[src/rtl/chacha_round_sequencer.sv]
// ChaCha block-function sequencer. Holds the 16-word state behind an
// Avalon-MM slave and walks an external quarter-round unit through the
// column/diagonal schedule, with an optional feed-forward add at the end.
module chacha_round_sequencer #(
    parameter int DEFAULT_DROUNDS = 10
) (
    input  logic        clk,
    input  logic        reset_n,
    input  logic [4:0]  address,
    input  logic        chipselect,
    input  logic        read,
    input  logic        write,
    input  logic [31:0] writedata,
    output logic [31:0] readdata,
    output logic        qr_req,
    output logic [31:0] qr_a,
    output logic [31:0] qr_b,
    output logic [31:0] qr_c,
    output logic [31:0] qr_d,
    input  logic        qr_ack,
    input  logic [31:0] qr_ra,
    input  logic [31:0] qr_rb,
    input  logic [31:0] qr_rc,
    input  logic [31:0] qr_rd
);

    // state  | meaning
    // IDLE   | waiting for CTRL.start, bus may write STATE/ROUNDS
    // ISSUE  | load operands for qr_idx, raise qr_req
    // WAIT   | hold request until qr_ack, then write results back
    // FINAL  | optional feed-forward add of the start snapshot
    // DONE   | clear busy, flag done
    typedef enum logic [2:0] {
        S_IDLE,
        S_ISSUE,
        S_WAIT,
        S_FINAL,
        S_DONE
    } fsm_t;

    fsm_t        cur_st;
    fsm_t        nxt_st;

    logic [31:0] st_mem   [16];
    logic [31:0] init_mem [16];
    logic [7:0]  rounds;
    logic        busy;
    logic        done;
    logic        ff;
    logic [2:0]  qr_idx;
    logic [7:0]  dr_cnt;

    logic [3:0]  ia, ib, ic, id;
    logic        wr_en, rd_en, start, ack_ok, last_qr, last_dr;

    assign wr_en   = chipselect && write;
    assign rd_en   = chipselect && read && !write;
    assign start   = wr_en && (address == 5'd16) && writedata[0];
    assign ack_ok  = qr_ack && qr_req;
    assign last_qr = (qr_idx == 3'd7);
    assign last_dr = (({1'b0, dr_cnt} + 9'd1) >= {1'b0, rounds});

    // Column rounds use indices 0-3, diagonal rounds 4-7.
    always_comb begin
        {ia, ib, ic, id} = {4'd0, 4'd4, 4'd8, 4'd12};
        case (qr_idx)
            3'd0: {ia, ib, ic, id} = {4'd0, 4'd4, 4'd8,  4'd12};
            3'd1: {ia, ib, ic, id} = {4'd1, 4'd5, 4'd9,  4'd13};
            3'd2: {ia, ib, ic, id} = {4'd2, 4'd6, 4'd10, 4'd14};
            3'd3: {ia, ib, ic, id} = {4'd3, 4'd7, 4'd11, 4'd15};
            3'd4: {ia, ib, ic, id} = {4'd0, 4'd5, 4'd10, 4'd15};
            3'd5: {ia, ib, ic, id} = {4'd1, 4'd6, 4'd11, 4'd12};
            3'd6: {ia, ib, ic, id} = {4'd2, 4'd7, 4'd8,  4'd13};
            3'd7: {ia, ib, ic, id} = {4'd3, 4'd4, 4'd9,  4'd14};
            default: ;
        endcase
    end

    // State register.
    always_ff @(posedge clk or negedge reset_n) begin
        if (!reset_n) cur_st <= S_IDLE;
        else          cur_st <= nxt_st;
    end

    // Next-state selection.
    always_comb begin
        nxt_st = cur_st;
        case (cur_st)
            S_IDLE:  if (start) nxt_st = (rounds == 8'd0) ? S_FINAL : S_ISSUE;
            S_ISSUE: nxt_st = S_WAIT;
            S_WAIT: begin
                if (ack_ok) begin
                    if (last_qr && last_dr) nxt_st = S_FINAL;
                    else                    nxt_st = S_ISSUE;
                end
            end
            S_FINAL: nxt_st = S_DONE;
            S_DONE:  nxt_st = S_IDLE;
            default: nxt_st = S_IDLE;
        endcase
    end

    // Bus register file plus the datapath actions of each FSM state.
    always_ff @(posedge clk or negedge reset_n) begin
        if (!reset_n) begin
            readdata <= '0;
            qr_req   <= 1'b0;
            qr_a     <= '0;
            qr_b     <= '0;
            qr_c     <= '0;
            qr_d     <= '0;
            rounds   <= 8'(DEFAULT_DROUNDS);
            busy     <= 1'b0;
            done     <= 1'b0;
            ff       <= 1'b0;
            qr_idx   <= '0;
            dr_cnt   <= '0;
            for (int n = 0; n < 16; n++) begin
                st_mem[n]   <= '0;
                init_mem[n] <= '0;
            end
        end else begin
            readdata <= '0;
            if (rd_en) begin
                if (!address[4]) begin
                    readdata <= st_mem[address[3:0]];
                end else begin
                    case (address)
                        5'd17:   readdata <= {30'b0, done, busy};
                        5'd18:   readdata <= {24'b0, rounds};
                        default: readdata <= '0;
                    endcase
                end
                if (address == 5'd17) done <= 1'b0;
            end

            if (wr_en && !busy) begin
                if (!address[4])        st_mem[address[3:0]] <= writedata;
                if (address == 5'd18)   rounds <= writedata[7:0];
            end

            case (cur_st)
                S_IDLE: begin
                    if (start) begin
                        for (int n = 0; n < 16; n++) init_mem[n] <= st_mem[n];
                        busy   <= 1'b1;
                        done   <= 1'b0;
                        ff     <= writedata[1];
                        qr_idx <= '0;
                        dr_cnt <= '0;
                    end
                end
                S_ISSUE: begin
                    qr_a   <= st_mem[ia];
                    qr_b   <= st_mem[ib];
                    qr_c   <= st_mem[ic];
                    qr_d   <= st_mem[id];
                    qr_req <= 1'b1;
                end
                S_WAIT: begin
                    if (ack_ok) begin
                        st_mem[ia] <= qr_ra;
                        st_mem[ib] <= qr_rb;
                        st_mem[ic] <= qr_rc;
                        st_mem[id] <= qr_rd;
                        qr_req     <= 1'b0;
                        if (!last_qr) begin
                            qr_idx <= qr_idx + 3'd1;
                        end else begin
                            qr_idx <= '0;
                            dr_cnt <= dr_cnt + 8'd1;
                        end
                    end
                end
                S_FINAL: begin
                    if (ff) begin
                        for (int n = 0; n < 16; n++) st_mem[n] <= st_mem[n] + init_mem[n];
                    end
                end
                S_DONE: begin
                    busy <= 1'b0;
                    done <= 1'b1;
                end
                default: ;
            endcase
        end
    end

endmodule
[config.mk]
export PLATFORM = sky130hd
export DESIGN_NAME = chacha_round_sequencer
export DESIGN_NICKNAME = d
export VERILOG_FILES = /design/src/rtl/chacha_round_sequencer.sv
export SDC_FILE = /design/constraint.sdc
export NUM_CORES = 2
export LEC_CHECK = 0
export CORE_MARGIN = 2
export CORE_UTILIZATION = 60
export CTS_BUF_LIST = sky130_fd_sc_hd__clkbuf_4 sky130_fd_sc_hd__clkbuf_8
export CTS_CLUSTER_SIZE = 20
export DETAILED_ROUTE_END_ITERATION = 7
export PLACE_DENSITY = 0.8
export SETUP_SLACK_MARGIN = 0.15
export SLEW_MARGIN = 20
export SYNTH_ARGS = -nofsm -noshare
export SYNTH_HDL_FRONTEND = slang
export SYNTH_SLANG_ARGS = --single-unit
[constraint.sdc]
create_clock -name clk -period 10.8 [get_ports clk]
set_clock_uncertainty 0.15 [all_clocks]
set_input_delay 2.16 -clock clk [delete_from_list [all_inputs] [get_ports clk]]
set_output_delay 2.16 -clock clk [all_outputs]
set_load 0.1 [all_outputs]
# Word-level counts from Yosys, hierarchy flattened
# Memory sizes are Yosys's and may differ from the RTL's.
# Cells that the tools add are included.
# op_classes
order_cmp	11
addsub	19
n_eq_ne	11
n_mux	59
n_reduce_logical	27
n_bitwise	5
# ops
operator	count
$bwmux W512	5
$mux W512	4
$pmux W512 S2	1
$bmux W32 S4	5
$demux W32 S4	5
$mux W32	17
$add A32 B32 Y32	16
$pmux W8 S2	2
$ge A5 B5 Y1 const B	5
$lt A5 B1 Y1 const B	5
$not A4 Y5	5
$mux W8	3
$eq A5 B5 Y1 const B	3
$mux W3	5
$logic_and A1 B1 Y1	13
$pmux W3 S4	1
$reduce_and A2 Y1	5
$add A8 B1 Y9 const B	1
$ge A9 B8 Y1	1
$add A8 B1 Y8 const B	1
$logic_not A8 Y1	1
$eq A3 B2 Y1 const B	2
$eq A3 B3 Y1 const B	2
$ne A2 B2 Y1 const B	3
11 further kinds	21
# totals
n_memories	1
ff_bits	1210
output_inout_bits	161
romBits	64
# memory_table
memory	words	word_bits	rd	rd_clocked_by_memory_dff	write_ports	line_no	source
(name not given)	8	8	1	0	0	66	case (qr_idx)

# Longest topological paths before layout
# logic_depth
ltp_word	14
ltp_mapped	13

# Worst setup path after synthesis
# OpenSTA, ideal clock, no wires.
# synth_path
path_type	input-to-reg
start	in address[0]
end	reg readdata[16]
setup_slack_ns	6.164
setup_ns	0.132
path_stages	6
t_arrival_ns	4.354
path_buffers	3
required_time_ns	10.518
path_cell_list	buf_2 -> clkbuf_1 -> buf_1 -> mux4_2 -> mux4_2 -> nor2b_1
# synth_between
elab_chain_len	6
# synth_lines
element	line_no	source
from (decl)	9	input logic [4:0] address,
$not A4 Y5 (not written as such)	126	readdata <= st_mem[address[3:0]];
$bmux W32 S4	126	
$mux W32 (not written as such) (2 in a row)	126	
$mux W32	125	if (!address[4]) begin
$mux W32	124	if (rd_en) begin
to (signal assigned)	126	
to (signal assigned)	129	5'd17: readdata <= {30'b0, done, busy};
to (signal assigned)	130	5'd18: readdata <= {24'b0, rounds};
to (decl)	14	output logic [31:0] readdata,
# No other way between the ends. The select of a mux whose other input is x is not followed.
# A chain may end at the register's enable or synchronous reset.

# Worst setup path in the final report
# layout_path
start	in address[4]
end	reg init_mem[343] (netlist name)
# layout_between
elab_chain_len	4
# layout_lines
element	line_no	source
$eq A5 B5 Y1	58	assign start = wr_en && (address == 5'd16) && writedata[0];
$logic_and A1 B1 Y1 (2 in a row)	58	
$reduce_and A2 Y1 (no line)	--	
to (signal, indexed assignment)	120	init_mem[n] <= '0;
to (decl)	45	logic [31:0] init_mem [16];
# No other way between the ends.

==> impl_metrics.csv <==
group,metric,value,unit
outcome,status,"finished with violations",
outcome,violations,"design-rule violations",
routing,first_iter_violations,9351,
setup_path,path_class,"in -> reg",
clocking,htreeDepth,4,
global_routing,grt_antenna_before_repair,33,
finish,drive_gt1_share,17.6,%
setup_path,crit_fanout,151,
setup_path,crit_path_end_kind,"register",
global_routing,grt_max_degree,186,
timing,setup_tns,0,ns
clocking,clk_latency,1.00,ns
routing,viasPerCell,7.03,
global_routing,grt_pass1_vias,72400,
placed_design,hpwl,216000,um
placed_design,port_buffers,331,
synth,ys_seq_elements,1210,
routing,totalWireLength,310000,um
clocking,clk_pin_slew,0.06,ns
synth,synthCells,8455,
placed_design,gp_congestion,0.994,
clocking,clockBufferDepth,3,
clocking,ctsResizeCount,0,
finish,n_fill_cell,10600,
setup_path,endpoint,"init_mem[343]$_DFFE_PN0P_",
floorplan,fp.dieH,377,um
floorplan,die_area,142000,um2
routing,dr.pass1.iters,8,
synth,synth.cell_area,83300,um2
routing,dr_wl_met3,44200,um
timing,rsz0062_at_grt,"no",
routing,post_drt_wl_per_cell,29.2,um
clocking,root_buffer,"clkbuf_8",
clocking,clock-sinks,1210,
setup_path,worst_r2r_endpoint,"st_mem[382]$_DFF_PN0_",
synth,syn_avg_cell_area,9.86,um2
clocking,cts_hold_buf,0,
synth,yosys.area.top_type,"dfrtp_1",
timing,hold_violations,0,
routing,met1_length,111000,um
setup_path,crit_arrival,6.10,ns
job,maxCapViolCount,0,
timing,slew_headroom,17.0,%
routing,met2_length,128000,um
synth,synth_cell_types,90,
timing,tightest_slew,1.24,ns
setup_path,start_kind,"primary input",
power,p_per_area,105,nW/um2
finish,area_delta_synth_final,11.8,%
floorplan,core_area,138000,um2
synth,synth_ff_type,"dfrtp_1",
synth,yosysTopAreaCellShare,36.3,%
timing,max_clock_freq,184,MHz
clocking,cts_tree,"done",
setup_path,cp.required,11.48,ns
floorplan,die_w,377,um
setup_path,cp-startpoint,"address[4]",
global_routing,grt.total_usage,43.3,%
routing,ant_nets,0,
global_routing,grt_pass1_wl,460000,um
synth,syn-num-nets,9152,
setup_path,rrSetupSlack,5.93,ns
routing,via_count,74700,
power,ir_drop,0.102,mV
floorplan,initial_core_util,60.5,%
clocking,post-cts-setup-buffers,0,
synth,async_flop_share,100,%
timing,setup_viol,0,
timing,report.final.slew_viol_count,0,
routing,drc,6,
routing,highest_layer,"met5",
timing,fin_crit_sh,50.2,%
global_routing,gr-total-overflow,0,
timing,period_minus_slack,5.42,ns
synth,ys_warn_count,0,
finish,nets,9348,
clocking,cts_buffers,211,
setup_path,reg2reg_depth,13,
floorplan,row_count,136,
setup_path,r2r_start,"st_mem[352]$_DFF_PN0_",
synth,synthTopCellsByArea,"dfrtp_1 36%, mux2_2 8.5%, mux4_2 7.8%, ha_1 7.7%, a21oi_1 6.1%",
floorplan,ios,332,
synth,seq_area_frac_synth,36.3,%
min_path,hold_path.class,"reg -> reg",
synth,synth_edf_count,0,
timing,worst_slack,5.38,ns
power,p_leak,43.8,nW
placed_design,dp_slack,4.57,ns
## per-stage QoR
step,total power [W],hold WS [ns],utilization (%),area [um2],instances
after global routing,0.0101,0.366,67.6,93100,10600
after CTS,0.00980,0.358,67.6,93100,10600
final,0.00982,0.353,67.7,93100,10600
after detailed placement,0.00524,0.345,64.3,88500,10200
after global placement,0.00524,0.340,64.3,88500,10200
after floorplan,0.00487,0.322,-,83300,8455
## layout make-up
class,count,area [um2],area share [%]
antenna,15,37.5,0.0403
clock buffer,344,4280,4.59
clock inverter,35,280,0.301
inverter,156,586,0.629
multi-input combinational,6599,50900,54.7
sequential,1210,30300,32.5
tap,1794,2240,2.41
timing repair buffer,473,4520,4.85
## power breakdown
part / total, W / internal (W) / switching, W
clock: 0.00463 / 0.00256 / 0.00208
sequential: 0.00456 / 0.00455 / 0.0000159
combinational: 0.000622 / 0.000183 / 0.000439
total: 0.00982 / 0.00729 / 0.00253
## worst min-delay path by stage
stage	cells past startpoint	endpoint	slack, ns	start
global placement	1	qr_a[0]$_DFFE_PN0P_	0.34	qr_a[0]$_DFFE_PN0P_
finish	1	qr_c[27]$_DFFE_PN0P_	0.35	qr_c[27]$_DFFE_PN0P_
CTS	1	qr_a[10]$_DFFE_PN0P_	0.36	qr_a[10]$_DFFE_PN0P_
global route	1	qr_b[24]$_DFFE_PN0P_	0.37	qr_b[24]$_DFFE_PN0P_
floorplan	2	readdata[2]$_DFF_PN0_	0.32	rounds[2]$_DFFE_PN0P_
detailed placement	1	qr_d[1]$_DFFE_PN0P_	0.34	qr_d[1]$_DFFE_PN0P_
## worst max-delay path, cell delays in order
cell             delay (ns)
clkdlybuf4s50_1        0.67
inv_1                  0.16
nor3_1                 0.49
nand4_1                0.30
nor2_4                 0.22
buf_12                 0.72
buf_4                  0.83
mux2_2                 0.41
## Yosys cell counts, drive strengths merged, types with 25 or more instances
| master | instances |
|---|---|
| inv | 155 |
| and2 | 35 |
| clkbuf | 434 |
| nor2b | 95 |
| nor2 | 291 |
| o21ai | 587 |
| a31oi | 45 |
| a211oi | 52 |
| a21oi | 1018 |
| xor2 | 187 |
| a22oi | 25 |
| o21bai | 73 |
| xnor2 | 233 |
| a21o | 240 |
| dfrtp | 1208 |
| nand2b | 74 |
| buf | 56 |
| o211ai | 36 |
| o31ai | 39 |
| mux4 | 288 |
| nand2 | 1087 |
| o21a | 63 |
| o221ai | 134 |
| nand4 | 50 |
| a221o | 60 |
| nand3 | 109 |
| mux2i | 209 |
| mux2 | 631 |
| ha | 510 |
| and3 | 49 |
| nor3 | 83 |
## layout by cell type (no fill, tap or decap), types with 79 or more instances in the layout
cell type        count
buf_4              132
a21oi_1           1002
nor2b_1             95
nand3_1            107
mux2_2             631
o221ai_1           134
o21ai_0            570
nand2_1           1081
mux2i_1            209
nor3_1              79
ha_1               510
a21o_1             240
clkbuf_8           273
inv_1              155
xnor2_1            231
dfrtp_1           1206
mux4_2             288
clkdlybuf4s50_1    326
xor2_1             185
nor2_1             271
## routing by layer
metal	global-route usage (%)	up-vias
li1	-	31800
met1	53.9	36600
met2	60.8	5056
met3	16.8	1260
met4	32.2	36
met5	0	-
## state kept, by name, indices dropped and copies added (netlist names)
name / count
init_mem: 512
st_mem: 512
qr_a: 32
qr_b: 32
qr_c: 32
qr_d: 32
readdata: 32
dr_cnt: 8
rounds: 8
cur_st: 3
qr_idx: 3
busy: 1
done: 1
ff: 1
qr_req: 1
## logic make-up (layout without fill, tap and decap cells)
logic type,Yosys count,in the layout,share of synthesized area [%]
muxes,1128,1128,18.8
other,0,15,0
DFF,1210,1210,36.3
buffers and inverters,646,1008,2.93
AOI/OAI and AO/OA,2554,2554,19.0
xor gates and xnor gates,420,420,4.41
and+or+nand+nor,1971,1971,10.5
adders and majority gates,526,526,8.04
(Power assumes the default switching activity.)
